## src/rtl/arm7tdmi_imm_encoder_if.sv

```systemverilog
// Request/response bundle for the ARM rotate-immediate encoder.
interface arm7tdmi_imm_encoder_if;
    logic        req_valid;
    logic        req_ready;
    logic [31:0] req_value;
    logic        rsp_valid;
    logic        rsp_ready;
    logic        rsp_found;
    logic [7:0]  rsp_imm8;
    logic [3:0]  rsp_rot4;
    logic        rsp_carry_def;
    logic        rsp_carry;
    logic        rsp_invert;

    modport master (
        output req_valid, req_value, rsp_ready,
        input  req_ready, rsp_valid, rsp_found, rsp_imm8, rsp_rot4,
               rsp_carry_def, rsp_carry, rsp_invert
    );

    modport slave (
        input  req_valid, req_value, rsp_ready,
        output req_ready, rsp_valid, rsp_found, rsp_imm8, rsp_rot4,
               rsp_carry_def, rsp_carry, rsp_invert
    );
endinterface

```

## src/rtl/arm7tdmi_imm_encoder.sv

```systemverilog
// Sequential search for an ARM operand-2 immediate {rot4, imm8}, one rotation per cycle.
// Define ARM_IMM_ENC_INV_EN to also search ~value (MVN/BIC form) at each rotation.
module arm7tdmi_imm_encoder #(
    parameter int unsigned MAX_ROT = 15
) (
    input logic                    clk,
    input logic                    rst,
    arm7tdmi_imm_encoder_if.slave  bus
);

    localparam logic [3:0] LastRot = 4'(MAX_ROT);

    typedef enum logic [1:0] {StIdle, StSearch, StDone} state_t;

    state_t      r_state;
    logic [31:0] r_value;
    logic [3:0]  r_rot_cnt;
    logic        r_req_ready;
    logic        r_rsp_valid;
    logic        r_found;
    logic [7:0]  r_imm8;
    logic [3:0]  r_rot4;
    logic        r_carry_def;
    logic        r_carry;
    logic        r_invert;

    logic [4:0]  w_shamt;
    logic [63:0] w_dbl;
    logic [31:0] w_cand;
    logic        w_hit;
    logic        w_hit_any;
    logic        w_use_inv;
    logic [7:0]  w_enc_imm8;
    logic        w_enc_msb;
    logic        w_last;
    logic        w_rot_nz;

    // ROL(value, 2*rot) taken as the upper half of the doubled word shifted left.
    assign w_shamt  = {r_rot_cnt, 1'b0};
    assign w_dbl    = {r_value, r_value} << w_shamt;
    assign w_cand   = w_dbl[63:32];
    assign w_hit    = (w_cand[31:8] == 24'd0);
    assign w_last   = (r_rot_cnt == LastRot);
    assign w_rot_nz = (r_rot_cnt != 4'd0);

`ifdef ARM_IMM_ENC_INV_EN
    logic [63:0] w_inv_dbl;
    logic [31:0] w_inv_cand;
    logic        w_inv_hit;

    assign w_inv_dbl  = {~r_value, ~r_value} << w_shamt;
    assign w_inv_cand = w_inv_dbl[63:32];
    assign w_inv_hit  = (w_inv_cand[31:8] == 24'd0);
    // Plain encoding wins over the inverted one at the same rotation.
    assign w_hit_any  = w_hit | w_inv_hit;
    assign w_use_inv  = ~w_hit & w_inv_hit;
    assign w_enc_imm8 = w_use_inv ? w_inv_cand[7:0] : w_cand[7:0];
    assign w_enc_msb  = w_use_inv ? ~r_value[31] : r_value[31];
`else
    assign w_hit_any  = w_hit;
    assign w_use_inv  = 1'b0;
    assign w_enc_imm8 = w_cand[7:0];
    assign w_enc_msb  = r_value[31];
`endif

    always_ff @(posedge clk or posedge rst) begin
        if (rst) begin
            r_state     <= StIdle;
            r_value     <= 32'd0;
            r_rot_cnt   <= 4'd0;
            r_req_ready <= 1'b1;
            r_rsp_valid <= 1'b0;
            r_found     <= 1'b0;
            r_imm8      <= 8'd0;
            r_rot4      <= 4'd0;
            r_carry_def <= 1'b0;
            r_carry     <= 1'b0;
            r_invert    <= 1'b0;
        end else begin
            unique case (r_state)
                StIdle: begin
                    if (bus.req_valid && r_req_ready) begin
                        r_value     <= bus.req_value;
                        r_rot_cnt   <= 4'd0;
                        r_req_ready <= 1'b0;
                        r_state     <= StSearch;
                    end
                end
                StSearch: begin
                    if (w_hit_any) begin
                        r_found     <= 1'b1;
                        r_imm8      <= w_enc_imm8;
                        r_rot4      <= r_rot_cnt;
                        r_carry_def <= w_rot_nz;
                        r_carry     <= w_rot_nz & w_enc_msb;
                        r_invert    <= w_use_inv;
                        r_rsp_valid <= 1'b1;
                        r_state     <= StDone;
                    end else if (w_last) begin
                        r_found     <= 1'b0;
                        r_imm8      <= 8'd0;
                        r_rot4      <= 4'd0;
                        r_carry_def <= 1'b0;
                        r_carry     <= 1'b0;
                        r_invert    <= 1'b0;
                        r_rsp_valid <= 1'b1;
                        r_state     <= StDone;
                    end else begin
                        r_rot_cnt <= r_rot_cnt + 4'd1;
                    end
                end
                StDone: begin
                    if (bus.rsp_ready) begin
                        r_rsp_valid <= 1'b0;
                        r_req_ready <= 1'b1;
                        r_state     <= StIdle;
                    end
                end
                default: begin
                    r_state     <= StIdle;
                    r_rsp_valid <= 1'b0;
                    r_req_ready <= 1'b1;
                end
            endcase
        end
    end

    assign bus.req_ready     = r_req_ready;
    assign bus.rsp_valid     = r_rsp_valid;
    assign bus.rsp_found     = r_found;
    assign bus.rsp_imm8      = r_imm8;
    assign bus.rsp_rot4      = r_rot4;
    assign bus.rsp_carry_def = r_carry_def;
    assign bus.rsp_carry     = r_carry;
`ifdef ARM_IMM_ENC_INV_EN
    assign bus.rsp_invert    = r_invert;
`else
    assign bus.rsp_invert    = 1'b0;
`endif

endmodule

```

## src/flat_wrapper.sv

```systemverilog
// flat-port wrapper written by rule: the top's interface ports become plain ports
module arm7tdmi_imm_encoder_flat 
#(
    parameter int unsigned MAX_ROT = 15
)
  (clk, rst, bus_req_valid, bus_req_value, bus_rsp_ready, bus_req_ready, bus_rsp_valid, bus_rsp_found, bus_rsp_imm8, bus_rsp_rot4, bus_rsp_carry_def, bus_rsp_carry, bus_rsp_invert);
  arm7tdmi_imm_encoder_if bus_i ();
  input logic clk;
  input logic rst;
  input wire logic [$bits(bus_i.req_valid)-1:0] bus_req_valid;
  input wire logic [$bits(bus_i.req_value)-1:0] bus_req_value;
  input wire logic [$bits(bus_i.rsp_ready)-1:0] bus_rsp_ready;
  output wire logic [$bits(bus_i.req_ready)-1:0] bus_req_ready;
  output wire logic [$bits(bus_i.rsp_valid)-1:0] bus_rsp_valid;
  output wire logic [$bits(bus_i.rsp_found)-1:0] bus_rsp_found;
  output wire logic [$bits(bus_i.rsp_imm8)-1:0] bus_rsp_imm8;
  output wire logic [$bits(bus_i.rsp_rot4)-1:0] bus_rsp_rot4;
  output wire logic [$bits(bus_i.rsp_carry_def)-1:0] bus_rsp_carry_def;
  output wire logic [$bits(bus_i.rsp_carry)-1:0] bus_rsp_carry;
  output wire logic [$bits(bus_i.rsp_invert)-1:0] bus_rsp_invert;
  assign bus_i.req_valid = bus_req_valid;
  assign bus_i.req_value = bus_req_value;
  assign bus_i.rsp_ready = bus_rsp_ready;
  assign bus_req_ready = bus_i.req_ready;
  assign bus_rsp_valid = bus_i.rsp_valid;
  assign bus_rsp_found = bus_i.rsp_found;
  assign bus_rsp_imm8 = bus_i.rsp_imm8;
  assign bus_rsp_rot4 = bus_i.rsp_rot4;
  assign bus_rsp_carry_def = bus_i.rsp_carry_def;
  assign bus_rsp_carry = bus_i.rsp_carry;
  assign bus_rsp_invert = bus_i.rsp_invert;
  arm7tdmi_imm_encoder #(.MAX_ROT(MAX_ROT)) u_core (.clk(clk), .rst(rst), .bus(bus_i));
endmodule
```

## config.mk

```make
export PLATFORM = sky130hd
export DESIGN_NAME = arm7tdmi_imm_encoder_flat
export DESIGN_NICKNAME = d
export VERILOG_FILES = /design/src/rtl/arm7tdmi_imm_encoder_if.sv /design/src/rtl/arm7tdmi_imm_encoder.sv /design/src/flat_wrapper.sv
export SDC_FILE = /design/constraint.sdc
export NUM_CORES = 1
export LEC_CHECK = 0
export CAP_MARGIN = 20
export CORE_MARGIN = 4
export CORE_UTILIZATION = 50
export CTS_CLUSTER_DIAMETER = 120
export DETAILED_ROUTE_END_ITERATION = 8
export HOLD_SLACK_MARGIN = 0.03
export PLACE_DENSITY = 0.77
export SYNTH_ARGS = -nofsm -noshare
export SYNTH_HDL_FRONTEND = slang
export SYNTH_SLANG_ARGS = --single-unit
```

## constraint.sdc

```tcl
create_clock -name clk -period 2.8 [get_ports clk]
set_input_delay 0.56 -clock clk [delete_from_list [all_inputs] [get_ports clk]]
set_output_delay 0.56 -clock clk [all_outputs]
set_load 0.1 [all_outputs]
```

## Word level (Yosys, flattened, before mapping)

Cells that the tools add are included.

- Register bits: 55
- Bits of input ports: 36
- Output and inout bits: 18
- Logic and storage cells: 59

- Add/sub/neg operators: 1
- Equal/unequal tests: 8
- Shift-type cells: 1
- Multiplexer cells: 24
- Bitwise logic cells: 3
- Reductions and logical operators: 12

Operators with widths:

| cell | number |
|---|---|
| left shift 64 x 5 -> 64 bit | 1 |
| zero test 24 bit | 1 |
| two-way mux 4 bit | 5 |
| two-way mux 8 bit | 2 |
| two-way mux 1 bit | 9 |
| AND reduction 3 bit | 3 |
| two-way mux 2 bit | 4 |
| one-hot mux 4 bit (2 select lines) | 1 |
| != test 2 bit, second input constant | 3 |
| one-hot mux 1 bit (3 select lines) | 2 |
| one-hot mux 2 bit (3 select lines) | 1 |
| adder 4 x 1 -> 4 bit, second input constant | 1 |
| == test 4 bit, second input constant | 1 |
| AND reduction 2 bit | 2 |
| AND reduction 4 bit | 1 |
| nonzero test 2 bit | 2 |
| nonzero test 4 bit | 1 |
| != test 3 x 1 -> 1 bit, second input constant | 1 |
| == test 2 x 1 -> 1 bit, second input constant | 1 |
| == test 2 bit, second input constant | 1 |
| zero test 2 bit | 1 |
| != test 2 x 1 -> 1 bit, second input constant | 1 |
| inverter 1 bit | 2 |
| AND 1 bit | 1 |
| logical AND 1 bit | 1 |

## Longest topological paths before layout

- Depth after elaboration: 4
- Depth in mapped cells: 14

## Worst setup path before layout

No wires, ideal clock.

- Kind: register to register
- From: reg u_core.r_rot_cnt[2]
- To: reg u_core.r_imm8[0] (netlist: u_core.bus.rsp_imm8[0])
- Setup time: 120 ps
- Arrival time: 2,719 ps
- Data required time: 2,680 ps
- Setup slack: -40 ps
- Stages on the path, launching flop included: 12
- Path buffers: 4
- Clock period less this slack: 2,840 ps
- Cells stage by stage: dfrtp_1 > buf_2 > buf_1 > mux4_2 > a2111oi_0 > a21oi_1 > o32ai_2 > nand4_2 > or2_1 > buf_6 > buf_6 > a31o_1

- Cells in the longest elaborated chain, start to end: 4
- Elaborated cells between the ends (all ways): 6
- Those cells by class: eq/ne: 1; shift: 1; mux: 1; reduce/logical: 3

Ends and longest elaborated chain:

| item | RTL line | RTL |
|---|---|---|
| from (decl) | arm7tdmi_imm_encoder.sv:17 | `logic [3:0] r_rot_cnt;` |
| from (signal assigned) | arm7tdmi_imm_encoder.sv:109 | `r_rot_cnt <= r_rot_cnt + 4'd1;` |
| left shift 64 x 5 -> 64 bit | arm7tdmi_imm_encoder.sv:40 | `assign w_dbl = {r_value, r_value} << w_shamt;` |
| zero test 24 bit | arm7tdmi_imm_encoder.sv:42 | `assign w_hit = (w_cand[31:8] == 24'd0);` |
| nonzero test 2 bit (no line) | - |  |
| AND reduction 2 bit (no line) | - |  |
| to (signal assigned) | arm7tdmi_imm_encoder.sv:92 | `r_imm8 <= w_enc_imm8;` |
| to (decl) | arm7tdmi_imm_encoder.sv:21 | `logic [7:0] r_imm8;` |

Parallel ways exist; a longest one is shown, timed or not.
A chain may end at the register's enable or synchronous reset.

## Final worst setup path

- From: reg u_core.r_rot_cnt[1]
- To: reg u_core.r_imm8[6] (netlist: u_core.bus.rsp_imm8[6])

Same word-level chain as after synthesis.

==> metrics.txt <==
clk sinks 55; Max Slew Vio Count 0; largest fanout on the critical path 9; ys flop type dfrtp_1; Seq/Total Area, Yosys 35.9%; post-synth cell types 58; Initial Util 52.1%; via count around 3700; CORE AREA 0.00737 sq mm; Chip Width about 96 um; Crit Path Class reg -> reg; nets@finish 556; Slew @ Worst Pin approximately 0.64 ns; hold_ws 0.501 ns; crit start category register; Worst R2R Path Depth 9; hpwl dp 8630 um; Global Route Usage Sum 26.0%; Layout fillers about 610; ant diodes 0; Mapped Area 0.00384 sq mm; EDFF count, synth 0; Total Power 6.24 mW; row count 31; PnR worst setup slack -0.0104 ns; H-Tree Level Count 2; dpl ws -0.0832 ns; final WL 11700 um; Final min period 2.81 ns; wire per inst 18.9 um; DIE AREA 0.00915 sq mm; first-pass GRT wire length about 18000 um; deepest clock path buffer count 2; CTS tree yes; vias in the first global route 3432; Antenna Violating Nets Remaining 0; Post-CTS Hold Buffers 0; commonest non-fill, non-tap cell in the layout nand2_1; P_leak between 2 and 2.5 nW; Yosys reg bits 55; Initial DRT Pass Iterations 5; area grow syn2layout 31.5%; Root Buffer Master clkbuf_8; Vias/cell between 5 and 6; largest net degree at the start of global routing 31; total CTS buffers 5; WP data required ~3.0 ns; final worst clock skew 0.00816 ns; Clk Latency, worst-skew pair 0.31 ns; IO buf count 52; Congestion Overflow GR 0; Max-Cap Viols 0; CP Capture Type register; share of flip-flops with an asynchronous set or reset after synthesis 100%; Post-Synthesis Net Count 469; share of cells above drive strength 1 27.7%; Final period util 100%; fmax 356 MHz; min-delay worst type reg -> reg; CTS clock-pin slew for the worst setup and hold paths 0.10 ns; worst hold path cell count 2; syn_area_per_cell 8.91 sq um; Power per Cell Area 1230 mW/mm^2; routability cong. roughly 1.1; placed insts 601; Critical Path AT approximately 3 ns; I/O Pins between 50 and 60; outcome finished, violations left; chip height 95.7 um; Synth Instances around 430; most frequent cells in the layout nand2_1 (125), buf_4 (65), dfrtp_1 (52), clkdlybuf4s50_1 (35); Non-Filler Instances around 620; Hold Vio Cnt, Final 0; failing checks setup timing; Yosys Warn Count 0; setup violators final 4; Residual DRC 0; VDD IR max 0.000737 V; First DRT Iteration DRCs 409; initial antenna violation count 0; RSZ-0062 raised after global routing true; slew margin rel. 57.4%
[layout make-up]
type | count | area (sq um) | area share (%)
sequential | 55 | 1380 | 27.3
inverter | 6 | 23.8 | 0.471
clock buffer | 8 | 100 | 1.98
tap | 99 | 124 | 2.45
multi-input combinational | 335 | 2350 | 46.5
timing repair buffer | 115 | 1080 | 21.3
[metrics by stage]
stage	utilization [%]	area [sq um]	TNS, ns
after global routing	68.5	5050	-1.13
after detailed placement	64.1	4720	-0.338
after CTS	65.8	4850	0
after global placement	64.1	4720	-0.166
after floorplan	-	3840	0
final	68.5	5050	-0.0298
[metal layers]
| layer | track usage [%] | part of all wire (%) | up-vias |
|---|---|---|---|
| li1 | - | - | 1713 |
| met1 | 36.1 | 41 | 1728 |
| met2 | 41.1 | 47 | 203 |
| met3 | 4.18 | 8.4 | 50 |
| met4 | 9.00 | 3.9 | 0 |
| met5 | 0 | 0 | - |
[synth_stat cells, drive strengths merged, types with 2 or more instances]
cell	count	area [sq um]
o31ai	5	37.5
nand3	4	20.0
inv	3	11.3
nor3b	6	45.0
nor4	3	18.8
o21ai	13	65.1
mux2	5	60.1
clkbuf	16	60.1
nor2	22	82.6
clkinv	3	11.3
nor3	18	90.1
mux4	22	495
mux2i	20	200
ha	2	25.0
dfrtp	54	1350
a311o	2	20.0
or2	2	12.5
a21oi	17	85.1
buf	20	124
or3	5	31.3
a211oi	10	75.1
nand2	125	469
o32a	3	30.0
nand3b	2	15.0
a31o	7	61.3
nor2b	7	43.8
o211ai	2	15.0
o32ai	2	25.0
nand4	3	25.0
nand2b	3	18.8
and3	2	12.5
and2	4	25.0
a2111oi	3	32.5
[path summary, 6_finish.rpt]
check / endpoint / slack (ns) / from
worst max register to register: u_core.bus.rsp_imm8[6] / -0.01 / u_core.r_rot_cnt[1]
worst min-delay path: u_core.bus.rsp_found / 0.50 / u_core.bus.rsp_found
max in group asynchronous: u_core.bus.req_ready / 1.56 / rst
min in group asynchronous: u_core.r_value[23] / 0.61 / rst
worst min register to register: u_core.bus.rsp_found / 0.50 / u_core.bus.rsp_found
worst max-delay path: u_core.bus.rsp_imm8[6] / -0.01 / u_core.r_rot_cnt[1]
[what timing repair did]
item / 4_1_cts / 5_1_grt
pin swaps: 0 / 5
cloned: 0 / 4
buffers inserted: 1 / 4
resized for setup: 6 / 27
setup endpoints to repair: 10 / 18
[report_power, final]
group	leakage (nW)	total [mW]	switching [mW]	internal, mW
Clock	0.0515	0.477	0.251	0.226
Sequential	0.711	1.57	0.503	1.06
Combinational	1.56	4.19	2.08	2.12
Total	2.32	6.24	2.83	3.41
[worst max-delay path: stages, from the launching register on]
cell,delay [ns]
dfrtp_2,0.50
buf_12,0.18
buf_6,0.12
mux4_2,0.29
or3_1,0.32
o32a_1,0.21
o32ai_2,0.28
nand4_2,0.18
or2_2,0.38
a31o_2,0.24
[flip-flops by register name, summed over array words and instances (netlist names)]
name and count:
u_core.bus.rsp_valid 1, u_core.r_rot_cnt 4, u_core.bus.rsp_carry 1, u_core.bus.rsp_carry_def 1, u_core.bus.rsp_found 1, u_core.r_state 2, u_core.bus.rsp_imm8 8, u_core.bus.rsp_rot4 4
u_core.r_value 32, u_core.bus.req_ready 1
[kinds of logic after synthesis]
| group | synth area share, % |
|---|---|
| AOI/OAI and AO/OA | 13.5 |
| xor gates and xnor gates | 0.228 |
| adders and majority gates | 0.651 |
| buffers and inverters | 5.37 |
| DFF | 35.9 |
| muxes | 19.7 |
| other | 0.0976 |
| and+or+nand+nor | 24.6 |
(Power assumes the default switching activity.)
